### config.mk
export PLATFORM = sky130hd
export DESIGN_NAME = shift_sequencer
export DESIGN_NICKNAME = d
export VERILOG_FILES = /design/src/rtl/shift_sequencer.sv
export SDC_FILE = /design/constraint.sdc
export NUM_CORES = 1
export LEC_CHECK = 0
export ABC_AREA = 1
export BUFFER_PORTS_ARGS = -buffer_cell sky130_fd_sc_hd__clkbuf_2
export CAP_MARGIN = 20
export CORE_MARGIN = 4
export CORE_UTILIZATION = 49
export DETAILED_ROUTE_END_ITERATION = 16
export HOLD_SLACK_MARGIN = 0.03
export PLACE_DENSITY = 0.8
export SETUP_SLACK_MARGIN = 0.5
export SYNTH_ARGS = -nofsm -noshare
export SYNTH_HDL_FRONTEND = slang
export SYNTH_SLANG_ARGS = --single-unit
### constraint.sdc
create_clock -name clock -period 1.5 [get_ports clock]
set_input_delay 0.15 -clock clock [delete_from_list [all_inputs] [get_ports clock]]
set_output_delay 0.15 -clock clock [all_outputs]
set_load 0.02 [all_outputs]
### src/rtl/shift_sequencer.sv
// shift_sequencer: multi-bit shift controller for the 16-bit datapath.
// Runs one shift of up to 2^CNT_W-1 positions. It steps the external one-bit shifter once
// per clock and latches the shifter's combinational result back into an accumulator.
// Optional feature: define SHIFT_SEQ_EARLY_EXIT_EN to stop as soon as a step leaves the
// accumulator unchanged (a fixed point). The result is the same, but latency gets shorter.
module shift_sequencer #(
    parameter int unsigned CNT_W = 4
) (
    input  logic             clock,
    input  logic             reset,
    input  logic             start,
    input  logic [1:0]       op,
    input  logic [CNT_W-1:0] amount,
    input  logic [15:0]      operand,
    output logic             ready,
    output logic             busy,
    output logic             done,
    output logic [15:0]      result,
    output logic [15:0]      sh_T,
    output logic [1:0]       sh_ctrl,
    input  logic [15:0]      sh_Result
);

    typedef enum logic [1:0] {StIdle, StRun, StDone} state_t;

    localparam logic [CNT_W-1:0] CntOne = CNT_W'(1);

    state_t           state;
    logic [15:0]      acc;
    logic [CNT_W-1:0] cnt;
    logic [1:0]       opr;

    // The shifter sees the accumulator directly. It receives the latched op only while
    // stepping. Both come from registers, so they change only on clock edges.
    assign sh_T    = acc;
    assign sh_ctrl = busy ? opr : 2'b00;

    // Sequencer FSM together with its datapath registers and registered handshake outputs
    always_ff @(posedge clock or posedge reset) begin
        if (reset) begin
            state  <= StIdle;
            acc    <= 16'h0000;
            cnt    <= '0;
            opr    <= 2'b00;
            result <= 16'h0000;
            ready  <= 1'b1;
            busy   <= 1'b0;
            done   <= 1'b0;
        end else begin
            case (state)
                StIdle, StDone: begin
                    if (start) begin
                        acc <= operand;
                        cnt <= amount;
                        opr <= op;
                        if (amount == '0 || op == 2'b00) begin
                            // Nothing to step: finish straight away with the operand
                            state  <= StDone;
                            result <= operand;
                            ready  <= 1'b1;
                            busy   <= 1'b0;
                            done   <= 1'b1;
                        end else begin
                            state <= StRun;
                            ready <= 1'b0;
                            busy  <= 1'b1;
                            done  <= 1'b0;
                        end
                    end else begin
                        state <= StIdle;
                        ready <= 1'b1;
                        busy  <= 1'b0;
                        done  <= 1'b0;
                    end
                end

                StRun: begin
`ifdef SHIFT_SEQ_EARLY_EXIT_EN
                    if (sh_Result == acc) begin
                        // Fixed point: further steps cannot change acc
                        state  <= StDone;
                        result <= acc;
                        ready  <= 1'b1;
                        busy   <= 1'b0;
                        done   <= 1'b1;
                    end else begin
                        acc <= sh_Result;
                        cnt <= cnt - CntOne;
                        if (cnt == CntOne) begin
                            state  <= StDone;
                            result <= sh_Result;
                            ready  <= 1'b1;
                            busy   <= 1'b0;
                            done   <= 1'b1;
                        end
                    end
`else
                    acc <= sh_Result;
                    cnt <= cnt - CntOne;
                    if (cnt == CntOne) begin
                        // Last step: result takes the value acc is being loaded with
                        state  <= StDone;
                        result <= sh_Result;
                        ready  <= 1'b1;
                        busy   <= 1'b0;
                        done   <= 1'b1;
                    end
`endif
                end

                default: begin
                    state <= StIdle;
                    ready <= 1'b1;
                    busy  <= 1'b0;
                    done  <= 1'b0;
                end
            endcase
        end
    end

endmodule
==> impl_metrics.toml <==
[synthesis]
avgSynthCellArea_sq_um = 8.66
synth_fp_nets = 283
synth-seq-cells = 42
yosys_warnings = 0
ys_types = 25
netlist.area_leader.share_pct = 49.4
synth_area_leaders = "dfrtp_1 49%, nand2_1 14%, nand2_2 6.3%"
synth_largest_area_cell = "dfrtp_1"
synthesis.area_sq_um = 2080
syn_inst = 240
yosysSeqAreaShare_pct = 50.6

[floorplan]
rows = 23
io_pins = 78
initial_core_util_pct = 51.2
dieArea_sq_um = 5350
core-area_sq_um = 4060
die_height_microns = 73.1
chipWidth_microns = 73.1

[routing]
detail-route-antenna-nets = 0
drcViolationCount = 0
routed_via_density = 5.70
drt_iter0_markers = 234
wl_per_cell_microns = 19.6
vias = 2390
first_pass_iters = 5
wirelength_microns = 8230

[pwr]
clock_power_share_pct = 8.6
p_leak_uw = 0.00179
pwr-share-comb_pct = 67.9
power.share.switching_pct = 46.5
p_switching_uw = 4300
seq_power_share_pct = 23.5
power.total_uw = 9250
power.internal_uw = 4950
peakVddDrop_mv = 1.74
power.density_nw_per_um2 = 2660

[final_layout]
final_core_util_pct = 85.8
antennaDiodeCount = 0
post_route_cells_drive_above_1_share_pct = 54.2
final_nets = 411
area_growth_pct = 67.4

[clock_network]
cts_max_level = 2
path_clk_slew_ns = 0.09
cts_sinks = 42
cts_tree = "done"
cts_made_buffers = 5
cts-root-buf = "clkbuf_8"
cts_buffer_depth = 2
clk-insertion-delay-late_ns = 0.30

[grt]
grt_overflow = 0
grt_use_total_pct = 25.8
grt_max_degree = 25
grt_pass1_wl_microns = 10400
antenna_found_initial = 0
grt_pass1_vias = 2231

[setup_path]
cp.depth = 9
path_cells = "inv_2 > nor2_4 > buf_4 > inv_8 > buf_6 > nand2_1 > nand2_1 > nand3_2 > nand2_2"
crit_slowest_cell = "dfrtp_1"
worst-path-max-fanout = 8
rr_worst_depth = 9
crit_required_ns = 1.74
critPathTopFamily = "buffers and inverters"
cp-end-kind = "flip-flop"
arrival_ns = 1.71
worstSetupPathType = "reg2reg"
crit_top_cell = "nand2_1"
crit_path_max_incr_delay_ns = 0.40
path_buf_inv = 4
cp-start-kind = "flip-flop"

[timing]
hold_viol_final = 0
rsz0062_at_grt = "true"
relSlewSlack_pct = 69.0
finalCritPeriodShare_pct = 97.7
setup_viol = 0
fin_crit_ns = 1.47
drv_slew = 0
fmax_ghz = 0.682
tightest_slew_ns = 0.463
final.setup_skew_ns = 0.00758
setup_tns_ns = 0

[job]
cap_violations = 0

[hold_path]
hold_class = "in2reg"
hold_depth = 3

[place]
dp_hpwl_microns = 3600
io_buffers = 77
gp_congestion = 0.798

[outcome]
status = "complete, no violations"
path summary, 6_finish.rpt:
path / start / endpoint / slack [ns]
min: sh_Result[7] / sh_T[7]$_DFFE_PP0P_ / 0.10
max in group asynchronous: reset / sh_T[2]$_DFFE_PP0P_ / 0.62
min reg2reg: result[8]$_DFFE_PP0P_ / result[8]$_DFFE_PP0P_ / 0.50
min in group asynchronous: reset / state[0]$_DFFE_PP0P_ / 0.42
max reg2reg: state[0]$_DFFE_PP0P_ / result[11]$_DFFE_PP0P_ / 0.03
max: state[0]$_DFFE_PP0P_ / result[11]$_DFFE_PP0P_ / 0.03
power groups by stage:
stage,clock (uW),sequential [uW],combinational (uW)
after floorplan,0,2600,2260
final,791,2180,6280
after global placement,0,2090,3500
after detailed placement,0,2090,3590
after CTS,762,2070,4790
after global routing,848,2220,6610
per-stage QoR:
stage / instance area (sq um) / cells / worst slack [ns] / hold WS [ns]
2_1_floorplan: 2120 / 240 / 0.160 / 0.141
3_3_place_gp: 2520 / 364 / 0.0907 / 0.176
3_5_place_dp: 2520 / 364 / 0.0583 / 0.169
4_1_cts: 3060 / 400 / 0.198 / 0.100
5_1_grt: 3480 / 419 / -0.0221 / 0.122
6_report: 3480 / 419 / 0.0340 / 0.104
synthesized netlist by cell type (all sizes together):
cell	number
a21oi	1
o221ai	1
inv	13
dfrtp	41
nand4	1
o21ai	5
ha	2
nand3	22
nor2	24
buf	9
clkbuf	1
a31oi	16
o211ai	1
dfstp	1
nand2	102
worst min-delay path, stage by stage:
cell and delay [ns]:
clkbuf_2 0.08, nand2_1 0.07, a31oi_1 0.07
sequential cells by signal, summed over array words and instances, names as in the netlist:
register	count
opr	2
busy	1
result	16
ready	1
state	2
cnt	4
sh_T	16
routing by layer:
| layer | GRT usage [%] | part of all wire (%) | vias up |
|---|---|---|---|
| li1 | - | - | 1034 |
| met5 | 0 | 0 | - |
| met4 | 14.5 | 4.7 | 0 |
| met1 | 30.5 | 36 | 1149 |
| met3 | 5.92 | 8.1 | 42 |
| met2 | 42.9 | 51 | 165 |
layout make-up:
class	instances	area [sq um]
Inverter	13	62.6
Tap cell	50	62.6
Clock buffer	6	82.6
Sequential cell	42	1050
Fill cell	183	578
Clock inverter	2	12.5
Timing Repair Buffer	128	1090
Multi-Input combinational cell	178	1110
layout by cell type (no fill, tap or decap), types with 2 or more instances in the layout:
cell	n
clkbuf_2	43
nand2_4	3
clkinvlp_4	2
nand2_1	71
dfrtp_2	2
clkbuf_8	11
o21ai_1	3
buf_2	2
nand3_2	7
a31oi_1	8
inv_2	3
a31oi_2	5
buf_8	5
nor2_1	22
nand2_2	26
buf_12	4
a31oi_4	3
dfrtp_1	39
buf_4	35
inv_1	7
nand3_1	14
buf_6	32
nand2_8	5
cells by family (layout without fill, tap and decap cells):
kind of cell               Yosys count  in the layout  synth area share, %
adders and majority gates            2              2                 1.20
DFF                                 42             42                 50.6
AOI/OAI and AO/OA                   24             24                 7.04
and+or+nand+nor                    149            152                 33.2
buffers and inverters               23            149                 7.95
timing repair:
item	in CTS	in global routing
setup buffers	24	19
hold endpoints to repair	17	0
hold buffers	1	0
setup endpoints to repair	57	75
resized for setup	49	95
cloned	3	0
pin swaps	8	7
No activity file was read; power rests on OpenSTA's default activity.
